==> src/rtl/mmu_pkg.sv <==
// rtl/mmu_pkg.sv - Shared constants, FSM encoding and helpers for the MMU register port arbiter.
package mmu_pkg;

   localparam int MMU_ADDR_W   = 4;
   localparam int MMU_DATA_W   = 32;
   localparam int MMU_NUM_REGS = 6;

   localparam logic [MMU_ADDR_W-1:0] REG_CRP   = 4'd0;
   localparam logic [MMU_ADDR_W-1:0] REG_SRP   = 4'd1;
   localparam logic [MMU_ADDR_W-1:0] REG_TC    = 4'd2;
   localparam logic [MMU_ADDR_W-1:0] REG_TT0   = 4'd3;
   localparam logic [MMU_ADDR_W-1:0] REG_TT1   = 4'd4;
   localparam logic [MMU_ADDR_W-1:0] REG_MMUSR = 4'd5;

   localparam logic REQ_CPU  = 1'b0;
   localparam logic REQ_WALK = 1'b1;

   typedef enum logic [1:0] {
      ST_IDLE  = 2'd0,
      ST_ISSUE = 2'd1,
      ST_RESP  = 2'd2
   } arb_state_e;

   function automatic logic idx_illegal(input logic [MMU_ADDR_W-1:0] idx, input int nregs);
      return int'(idx) >= nregs;
   endfunction

endpackage

==> src/rtl/mmu_reg_arb_if.sv <==
// rtl/mmu_reg_arb_if.sv - Requester and register-block signals of the MMU register port arbiter.
// lock0 exists only when MMU_REG_ARB_LOCK_EN is defined.
interface mmu_reg_arb_if
   import mmu_pkg::*;
#(
   parameter int ADDR_W = MMU_ADDR_W,
   parameter int DATA_W = MMU_DATA_W
);
   logic              req0, req1;
   logic              we0, we1;
   logic [ADDR_W-1:0] addr0, addr1;
   logic [DATA_W-1:0] wdata0, wdata1;
   logic              ack0, ack1;
   logic              err0, err1;
   logic [DATA_W-1:0] rdata0, rdata1;
   logic              reg_wr_en;
   logic              reg_rd_en;
   logic [ADDR_W-1:0] reg_addr;
   logic [DATA_W-1:0] reg_wr_data;
   logic [DATA_W-1:0] reg_rd_data;
   logic              busy;
`ifdef MMU_REG_ARB_LOCK_EN
   logic              lock0;

   modport master (
      output req0, req1, we0, we1, addr0, addr1, wdata0, wdata1, reg_rd_data, lock0,
      input  ack0, ack1, err0, err1, rdata0, rdata1,
      input  reg_wr_en, reg_rd_en, reg_addr, reg_wr_data, busy
   );

   modport slave (
      input  req0, req1, we0, we1, addr0, addr1, wdata0, wdata1, reg_rd_data, lock0,
      output ack0, ack1, err0, err1, rdata0, rdata1,
      output reg_wr_en, reg_rd_en, reg_addr, reg_wr_data, busy
   );
`else
   modport master (
      output req0, req1, we0, we1, addr0, addr1, wdata0, wdata1, reg_rd_data,
      input  ack0, ack1, err0, err1, rdata0, rdata1,
      input  reg_wr_en, reg_rd_en, reg_addr, reg_wr_data, busy
   );

   modport slave (
      input  req0, req1, we0, we1, addr0, addr1, wdata0, wdata1, reg_rd_data,
      output ack0, ack1, err0, err1, rdata0, rdata1,
      output reg_wr_en, reg_rd_en, reg_addr, reg_wr_data, busy
   );
`endif
endinterface

==> src/rtl/mmu_rr_arb2.sv <==
// rtl/mmu_rr_arb2.sv - Two-way round-robin picker; ptr_q names the port favoured on the next collision.
module mmu_rr_arb2 (
   input  logic       clk,
   input  logic       rst_n,
   input  logic [1:0] req_i,
   input  logic       update_i,
   output logic [1:0] gnt_o
);
   logic ptr_q, ptr_d;

   always_comb begin
      gnt_o = req_i;
      if (&req_i) begin
         gnt_o = ptr_q ? 2'b10 : 2'b01;
      end
   end

   // After a grant the other port becomes favoured: winner 0 -> ptr 1, winner 1 -> ptr 0.
   always_comb begin
      ptr_d = ptr_q;
      if (update_i && |gnt_o) begin
         ptr_d = gnt_o[0];
      end
   end

   always_ff @(posedge clk or negedge rst_n) begin
      if (!rst_n) begin
         ptr_q <= 1'b0;
      end else begin
         ptr_q <= ptr_d;
      end
   end

endmodule

==> src/rtl/mmu_reg_arb.sv <==
// rtl/mmu_reg_arb.sv - MMU register port arbiter: round-robin grant, then latch/issue/respond.
// Defining MMU_REG_ARB_LOCK_EN adds lock0 so port 0 can hold the port for read-modify-write.
module mmu_reg_arb
   import mmu_pkg::*;
#(
   parameter int ADDR_W   = MMU_ADDR_W,
   parameter int DATA_W   = MMU_DATA_W,
   parameter int NUM_REGS = MMU_NUM_REGS
) (
   input  logic         clk,
   input  logic         rst_n,
   mmu_reg_arb_if.slave bus
);
   arb_state_e        state_q, state_d;
   logic              gid_q;
   logic              we_q;
   logic [ADDR_W-1:0] addr_q;
   logic [DATA_W-1:0] wdata_q;
   logic              ill_q;
   logic [DATA_W-1:0] resp_q;

   logic [1:0]        elig;
   logic [1:0]        gnt;
   logic              arb_upd;
   logic              sel_we;
   logic [ADDR_W-1:0] sel_addr;
   logic [DATA_W-1:0] sel_wdata;

`ifdef MMU_REG_ARB_LOCK_EN
   logic lock_q;

   // Lock state is refreshed each time a port-0 access finishes.
   always_ff @(posedge clk or negedge rst_n) begin
      if (!rst_n) begin
         lock_q <= 1'b0;
      end else if (state_q == ST_RESP && gid_q == REQ_CPU) begin
         lock_q <= bus.lock0;
      end
   end

   assign elig    = {bus.req1 & ~lock_q, bus.req0};
   assign arb_upd = (state_q == ST_IDLE) & ~lock_q;
`else
   assign elig    = {bus.req1, bus.req0};
   assign arb_upd = (state_q == ST_IDLE);
`endif

   mmu_rr_arb2 u_arb (
      .clk      (clk),
      .rst_n    (rst_n),
      .req_i    (state_q == ST_IDLE ? elig : 2'b00),
      .update_i (arb_upd),
      .gnt_o    (gnt)
   );

   assign sel_we    = gnt[1] ? bus.we1    : bus.we0;
   assign sel_addr  = gnt[1] ? bus.addr1  : bus.addr0;
   assign sel_wdata = gnt[1] ? bus.wdata1 : bus.wdata0;

   always_ff @(posedge clk or negedge rst_n) begin
      if (!rst_n) begin
         state_q <= ST_IDLE;
      end else begin
         state_q <= state_d;
      end
   end

   always_comb begin
      state_d = state_q;
      unique case (state_q)
         ST_IDLE:  if (|gnt) state_d = ST_ISSUE;
         ST_ISSUE: state_d = ST_RESP;
         ST_RESP:  state_d = ST_IDLE;
         default:  state_d = ST_IDLE;
      endcase
   end

   always_ff @(posedge clk or negedge rst_n) begin
      if (!rst_n) begin
         gid_q   <= REQ_CPU;
         we_q    <= 1'b0;
         addr_q  <= '0;
         wdata_q <= '0;
         ill_q   <= 1'b0;
         resp_q  <= '0;
      end else begin
         if (state_q == ST_IDLE && |gnt) begin
            gid_q   <= gnt[1] ? REQ_WALK : REQ_CPU;
            we_q    <= sel_we;
            addr_q  <= sel_addr;
            wdata_q <= sel_wdata;
            ill_q   <= idx_illegal(sel_addr, NUM_REGS);
         end
         // Only legal reads return register data; writes and rejected indices answer zero.
         if (state_q == ST_ISSUE) begin
            resp_q <= (!we_q && !ill_q) ? bus.reg_rd_data : '0;
         end
      end
   end

   always_comb begin
      bus.reg_wr_en   = 1'b0;
      bus.reg_rd_en   = 1'b0;
      bus.reg_addr    = '0;
      bus.reg_wr_data = '0;
      bus.ack0        = 1'b0;
      bus.err0        = 1'b0;
      bus.rdata0      = '0;
      bus.ack1        = 1'b0;
      bus.err1        = 1'b0;
      bus.rdata1      = '0;
      bus.busy        = (state_q != ST_IDLE);
      unique case (state_q)
         ST_ISSUE: begin
            bus.reg_addr    = addr_q;
            bus.reg_wr_data = wdata_q;
            bus.reg_wr_en   = we_q & ~ill_q;
            bus.reg_rd_en   = ~we_q & ~ill_q;
         end
         ST_RESP: begin
            if (gid_q == REQ_WALK) begin
               bus.ack1   = 1'b1;
               bus.err1   = ill_q;
               bus.rdata1 = resp_q;
            end else begin
               bus.ack0   = 1'b1;
               bus.err0   = ill_q;
               bus.rdata0 = resp_q;
            end
         end
         default: begin
         end
      endcase
   end

endmodule

==> src/flat_wrapper.sv <==
// flat-port wrapper written by rule: the top's interface ports become plain ports
module mmu_reg_arb_flat import mmu_pkg::*;
#(
   parameter int ADDR_W   = MMU_ADDR_W,
   parameter int DATA_W   = MMU_DATA_W,
   parameter int NUM_REGS = MMU_NUM_REGS
)
  (clk, rst_n, bus_req0, bus_req1, bus_we0, bus_we1, bus_addr0, bus_addr1, bus_wdata0, bus_wdata1, bus_reg_rd_data, bus_ack0, bus_ack1, bus_err0, bus_err1, bus_rdata0, bus_rdata1, bus_reg_wr_en, bus_reg_rd_en, bus_reg_addr, bus_reg_wr_data, bus_busy);
  mmu_reg_arb_if #(.ADDR_W(ADDR_W), .DATA_W(DATA_W)) bus_i ();
  input  logic clk;
  input  logic rst_n;
  input wire logic [$bits(bus_i.req0)-1:0] bus_req0;
  input wire logic [$bits(bus_i.req1)-1:0] bus_req1;
  input wire logic [$bits(bus_i.we0)-1:0] bus_we0;
  input wire logic [$bits(bus_i.we1)-1:0] bus_we1;
  input wire logic [$bits(bus_i.addr0)-1:0] bus_addr0;
  input wire logic [$bits(bus_i.addr1)-1:0] bus_addr1;
  input wire logic [$bits(bus_i.wdata0)-1:0] bus_wdata0;
  input wire logic [$bits(bus_i.wdata1)-1:0] bus_wdata1;
  input wire logic [$bits(bus_i.reg_rd_data)-1:0] bus_reg_rd_data;
  output wire logic [$bits(bus_i.ack0)-1:0] bus_ack0;
  output wire logic [$bits(bus_i.ack1)-1:0] bus_ack1;
  output wire logic [$bits(bus_i.err0)-1:0] bus_err0;
  output wire logic [$bits(bus_i.err1)-1:0] bus_err1;
  output wire logic [$bits(bus_i.rdata0)-1:0] bus_rdata0;
  output wire logic [$bits(bus_i.rdata1)-1:0] bus_rdata1;
  output wire logic [$bits(bus_i.reg_wr_en)-1:0] bus_reg_wr_en;
  output wire logic [$bits(bus_i.reg_rd_en)-1:0] bus_reg_rd_en;
  output wire logic [$bits(bus_i.reg_addr)-1:0] bus_reg_addr;
  output wire logic [$bits(bus_i.reg_wr_data)-1:0] bus_reg_wr_data;
  output wire logic [$bits(bus_i.busy)-1:0] bus_busy;
  assign bus_i.req0 = bus_req0;
  assign bus_i.req1 = bus_req1;
  assign bus_i.we0 = bus_we0;
  assign bus_i.we1 = bus_we1;
  assign bus_i.addr0 = bus_addr0;
  assign bus_i.addr1 = bus_addr1;
  assign bus_i.wdata0 = bus_wdata0;
  assign bus_i.wdata1 = bus_wdata1;
  assign bus_i.reg_rd_data = bus_reg_rd_data;
  assign bus_ack0 = bus_i.ack0;
  assign bus_ack1 = bus_i.ack1;
  assign bus_err0 = bus_i.err0;
  assign bus_err1 = bus_i.err1;
  assign bus_rdata0 = bus_i.rdata0;
  assign bus_rdata1 = bus_i.rdata1;
  assign bus_reg_wr_en = bus_i.reg_wr_en;
  assign bus_reg_rd_en = bus_i.reg_rd_en;
  assign bus_reg_addr = bus_i.reg_addr;
  assign bus_reg_wr_data = bus_i.reg_wr_data;
  assign bus_busy = bus_i.busy;
  mmu_reg_arb #(.ADDR_W(ADDR_W), .DATA_W(DATA_W), .NUM_REGS(NUM_REGS)) u_core (.clk(clk), .rst_n(rst_n), .bus(bus_i));
endmodule
==> config.mk <==
export PLATFORM = sky130hd
export DESIGN_NAME = mmu_reg_arb_flat
export DESIGN_NICKNAME = d
export VERILOG_FILES = /design/src/rtl/mmu_pkg.sv /design/src/rtl/mmu_reg_arb_if.sv /design/src/rtl/mmu_rr_arb2.sv /design/src/rtl/mmu_reg_arb.sv /design/src/flat_wrapper.sv
export SDC_FILE = /design/constraint.sdc
export NUM_CORES = 1
export LEC_CHECK = 0
export ABC_AREA = 1
export ABC_CLOCK_PERIOD_IN_PS = 2400
export CORE_MARGIN = 2
export CORE_UTILIZATION = 39
export CTS_CLUSTER_SIZE = 10
export DETAILED_ROUTE_END_ITERATION = 6
export PLACE_DENSITY_LB_ADDON = 0.05
export SETUP_SLACK_MARGIN = 0.02
export SLEW_MARGIN = 0
export SYNTH_ARGS = -nofsm -noshare
export SYNTH_HDL_FRONTEND = slang
export SYNTH_HIERARCHICAL = 1
export SYNTH_SLANG_ARGS = --single-unit
==> constraint.sdc <==
create_clock -name clk -period 2.4 [get_ports clk]
set_input_delay 0.48 -clock clk [delete_from_list [all_inputs] [get_ports clk]]
set_output_delay 0.48 -clock clk [all_outputs]
set_load 0.01 [all_outputs]
======== After elaboration in Yosys (flattened, before gate mapping) ========
Index checks and enable logic that the tools add are counted.
storage, ports and cells
  flip-flop bits (word level) ............. 74
  output and inout bits ................... 107
  word-level logic and storage cells ...... 50
operators by class
  magnitude comparators ................... 1
  eq/ne operators ......................... 3
  multiplexer cells ....................... 26
  bitwise operators ....................... 4
  reduce and logical (&&, ||, !) cells .... 8
operators by type and width
  operator                                              number
  two-way mux 32 bit                                    7
  two-way mux 1 bit                                     12
  two-way mux 2 bit                                     4
  two-way mux 4 bit                                     2
  >= comparator 4 x 3 -> 1 bit (second input constant)  1
  one-hot mux 2 bit (2 select lines)                    1
  AND 1 bit                                             2
  equality test 2 x 1 -> 1 bit (second input constant)  1
  equality test 2 bit (second input constant)           1
  logical AND 1 bit                                     2
  logical NOT 1 bit                                     2
  logical NOT 2 bit                                     1
  != test 2 bit (second input constant)                 1
  inverter 1 bit                                        2
  AND reduction 2 bit                                   1
  nonzero test 2 bit                                    1
  OR reduction 2 bit                                    1

======== Longest topological paths before layout ========
  word-level depth ........................ 7
  depth in mapped cells ................... 10
  gate-level depth less buffers ........... 9

======== By module ========
Netlist, hierarchy kept.
modules (own cells, without submodules)
  module       instances  cells an instance  area an instance (µm²)
  mmu_reg_arb  1          552                3905.0
  mmu_rr_arb2  1          8                  60.1

======== Worst setup path before layout ========
OpenSTA, ideal clock, no wires.
  path type ............................... register to register
  start point ............................. register u_core.state_q[0]
  end point ............................... register u_core.addr_q[0]
  setup time .............................. 117 ps
  arrival time ............................ 1648 ps
  data required time ...................... 2283 ps
  slack ................................... 634 ps
  stages on the path, launching flop included .. 10
  path buffers ............................ 2
  clock period less this slack ............ 1766 ps
  cell sequence ........................... dfrtp_1 inv_1 nand2_2 nor2_1 a21boi_1 nor2_1 nor2_4 buf_6 buf_6 o21ai_2
on the way
  longest elaborated chain between the ends .. 6
  elaborated cells between the ends (all ways) .. 7
  classes of those cells .................. mux (3); reduce/logical (4)
ends and longest elaborated chain
  what                    RTL line           source
  from (decl)             mmu_reg_arb.sv:14  arb_state_e state_q, state_d;
  from (signal assigned)  mmu_reg_arb.sv:64  state_q <= state_d;
  logical NOT 2 bit (*)   mmu_reg_arb.sv:51  .req_i (state_q == ST_IDLE ? elig : 2'b00),
  two-way mux 2 bit (*)   mmu_reg_arb.sv:51
  AND reduction 2 bit     mmu_rr_arb2.sv:13  if (&req_i) begin
  two-way mux 2 bit (*)   mmu_rr_arb2.sv:13
  net u_core.gnt[1]       mmu_reg_arb.sv:23  logic [1:0] gnt;
  OR reduction 2 bit      mmu_reg_arb.sv:87  if (state_q == ST_IDLE && |gnt) begin
  logical AND 1 bit       mmu_reg_arb.sv:87
  to (signal assigned)    mmu_reg_arb.sv:90  addr_q <= sel_addr;
  to (decl)               mmu_reg_arb.sv:17  logic [ADDR_W-1:0] addr_q;
The timed path passes the listed nets; every way through them passes the cells marked *.
A chain may end at the register's enable or synchronous reset.

======== Final worst setup path ========
  start point ............................. register u_core.state_q[1]
  end point ............................... output bus_rdata0[18]
on the way
  longest elaborated chain between the ends .. 2
ends and longest elaborated chain
  what                 RTL line            source
  equality test 2 bit  mmu_reg_arb.sv:113  unique case (state_q)
  two-way mux 32 bit   mmu_reg_arb.sv:113
  to (decl)            flat_wrapper.sv:25  output wire logic [$bits(bus_i.rdata0)-1:0] bus_rdata0;
Every way passes these cells.

==> impl_metrics.csv <==
group,metric,value,unit
status,status,"completed",
logic_synthesis,synth_top_flop_cell,"dfrtp_1",
power,leakage,4.01,nW
clock_tree,h-tree-depth,3,
clock_tree,cts.hold.buffers_added,0,
drt,vias,4150,
sta,setup_viol,0,
cells_and_area,syn2layout_area_growth,66.0,%
drt,post_drt_wl_per_cell,13.2,um
placement,dp_hpwl,8.64,mm
worst_setup_path,cp.required,1.92,ns
worst_setup_path,crit_slowest_cell,"clkdlybuf4s50_1",
sta,finalHoldViolations,0,
sta,finalMaxSlewViolations,0,
cells_and_area,antennaDiodeCount,0,
power,ir_drop,0.000603,V
logic_synthesis,avgSynthCellArea,7.08,sq um
grt,grt_pass1_vias,3754,
sta,skew,0.00803,ns
grt,grtUsageMet3,3.43,%
logic_synthesis,synth_most_common_cell,"nand2_1",
worst_setup_path,crit_chain,"inv_1 > nor2_2 > nand2_1 > buf_8 > nor2_1 > clkdlybuf4s50_1",
worst_setup_path,worstSetupPathType,"reg -> out",
worst_setup_path,r2r_start,"u_core/state_q[1]",
worst_setup_path,crit_path_max_incr_delay,0.55,ns
logic_synthesis,yosysUniqueCellTypes,20,
worst_setup_path,crit_fanout,34,
grt,grt_overflow_total,0,
logic_synthesis,ys_warn_count,6,
job,max_cap_viol_count,0,
clock_tree,clkSlewWorstSetupHoldPaths,0.07,ns
sta,tightest_slew,0.625,ns
cells_and_area,multi_input_area,0.00164,sq mm
logic_synthesis,synth_edf_count,0,
sta,period_needed,2.32,ns
sta,finalCritPeriodShare,96.7,%
logic_synthesis,synth_compound_area_share,11.2,%
placement,dpl-instance-area,0.00621,sq mm
die,std_cell_rows,36,
logic_synthesis,syn_nets,670,
grt,grtUsageMet1,26.3,%
cells_and_area,regArea,0.00185,sq mm
worst_setup_path,arrival,1.84,ns
logic_synthesis,synth_top_area_cell,"dfrtp_1",
logic_synthesis,ys_seq_elements,74,
worst_setup_path,r2r_slack,0.42,ns
grt,top_usage_layer,"met2",
clock_tree,clk-insertion-delay-late,0.33,ns
logic_synthesis,synth_top_area_share,46.7,%
grt,grt_usage,20.4,%
drt,ant_nets,0,
logic_synthesis,synth_top_cells_by_area,"dfrtp_1 47%, nand2_1 17%, nor2_1 10%",
logic_synthesis,synthAdderAreaFrac,0,%
sta,relSlewSlack,58.3,%
clock_tree,ctsLongestPathBuffers,2,
die,die-area,0.0110,sq mm
drt,wirelength,12.0,mm
drt,drtIter0Drc,101,
placement,dp_worst_setup_slack,0.0898,ns
die,io_pins,217,
worst_setup_path,rr_endpoint,"u_core/ill_q",
worst_setup_path,end_kind,"output pin",
logic_synthesis,yosys-mux-area-fraction,0,%
drt,dr.pass1.iters,5,
grt,grt_max_degree,47,
logic_synthesis,netlist_top_cells_count,"178 x nand2_1, 107 x nor2_1, 79 x inv_1",
logic_synthesis,synth_xor_area_share,0,%
cells_and_area,nets,881,
clock_tree,clockRootBuffer,"clkbuf_8",
grt,met2_usage,35.2,%
clock_tree,cts_sinks,74,
power,powerDensity,898,mW/mm^2
logic_synthesis,synth_top_family_by_area,"simple AND/OR/NAND/NOR gates",
cells_and_area,drive_above_1_share,8.51,%
cells_and_area,final_core_util,67.0,%
clock_tree,numCtsBuffers,9,
cells_and_area,stdcell_area,0.00658,sq mm
worst_setup_path,reg2reg_depth,9,
die,start_util,40.4,%
placement,gp_congestion,0.783,
drt,via_per_inst,4.57,
clock_tree,cts_tree,"built",
worst_setup_path,setup.worst_path.start_class,"flip-flop",
placement,io_buffers,216,
drt,drcViolationCount,0,
logic_synthesis,synth_simple_gate_area_share,29.6,%
sta,max_freq,431,MHz
grt,grt_pass1_wl,18.2,mm
die,core,0.00982,sq mm
cells_and_area,n_fill_cell,892,
logic_synthesis,syn_area,0.00397,sq mm
logic_synthesis,ys_async_sr_fraction,100,%
worst_hold_path,holdCritPathClass,"in -> async",
die,fp.dieW,105,um
sta,setup_slack,0.0802,ns
grt,antenna_found_initial,0,
logic_synthesis,ys_seq_area_share,46.7,%
logic_synthesis,syn_inst,560,
die,die_h,105,um
==> cell type report <==
cell class	instances	area share [%]
Multi-Input combinational cell	374	24.9
Clock inverter	3	0.228
Clock buffer	13	2.26
Timing Repair Buffer	230	37.2
Sequential cell	74	28.1
Inverter	82	4.79
Tap cell	133	2.53
==> cell usage in the layout, fill, tap and decap left out, types with 3 or more instances in the layout <==
| cell type | netlist | layout |
|---|---|---|
| nand3_1 | 3 | 3 |
| nor2_1 | 107 | 105 |
| clkinv_2 | 0 | 3 |
| o21ai_1 | 6 | 6 |
| o21ai_0 | 45 | 45 |
| dlymetal6s2s_1 | 0 | 57 |
| clkbuf_8 | 0 | 10 |
| o21ai_2 | 20 | 20 |
| inv_1 | 79 | 79 |
| clkdlybuf4s50_1 | 0 | 148 |
| nand2_2 | 10 | 10 |
| buf_4 | 3 | 10 |
| dfrtp_1 | 74 | 74 |
| dlygate4sd2_1 | 0 | 10 |
| clkbuf_1 | 5 | 3 |
| nand2_1 | 178 | 178 |
==> through the flow <==
stage / total power [mW] / hold slack [ns] / TNS (ns) / std cells
after floorplan: 3.94 / 0.184 / 0 / 560
after global placement: 4.93 / 0.490 / 0 / 890
after detailed placement: 5.04 / 0.507 / 0 / 890
after CTS: 5.89 / 0.152 / 0 / 906
after global routing: 6.39 / 0.187 / -0.0658 / 909
final: 5.91 / 0.137 / 0 / 909
==> repair_timing <==
item,in CTS,in global routing
setup buffers,0,2
endpoints found under the hold margin,0,0
setup endpoints to repair,105,76
gates resized for setup,16,62
gates cloned,0,1
==> report_power, final <==
group          total, mW  switching, mW  leakage, nW  internal (mW)
Combinational       3.19           1.90         2.98           1.30
Sequential          1.90          0.149        0.947           1.75
Clock              0.821          0.421       0.0872          0.400
Total               5.91           2.47         4.01           3.45
==> worst max-delay path, delay by kind of cell (launching register included) <==
kind	cells	cell delay [ns]
buffers and inverters	3	0.82
flip-flops	1	0.39
AND/OR/NAND/NOR	3	0.29
==> state kept, by name (all words and copies together), names as in the netlist <==
register            cells
u_core/resp_q          32
u_core/wdata_q         32
u_core/addr_q           4
u_core/state_q          2
u_core/gid_q            1
u_core/ill_q            1
u_core/u_arb/ptr_q      1
u_core/we_q             1
==> logic make-up (layout without fill, tap and decap cells) <==
| group | count (synthesis) | after routing |
|---|---|---|
| AND/OR/NAND/NOR | 301 | 301 |
| AO/OA/AOI/OAI | 73 | 73 |
| flip-flops | 74 | 74 |
| buffers and inverters | 112 | 328 |
==> worst max path at each step <==
stage                           start               end  slack (ns)
finish              u_core/state_q[1]    bus_rdata0[18]        0.08
global route        u_core/state_q[1]    bus_rdata0[18]       -0.03
CTS                 u_core/state_q[1]     bus_reg_wr_en        0.02
detailed placement           bus_req0      u_core/ill_q        0.09
global placement             bus_req0      u_core/ill_q        0.15
floorplan           u_core/state_q[0]  u_core/addr_q[0]        0.63
==> per-layer routing <==
| metal | up-vias | share of wire [%] |
|---|---|---|
| li1 | 2079 | - |
| met1 | 1913 | 43 |
| met2 | 147 | 49 |
| met3 | 11 | 6.1 |
| met4 | 0 | 1.3 |
| met5 | - | 0 |
(Power assumes the default switching activity.)
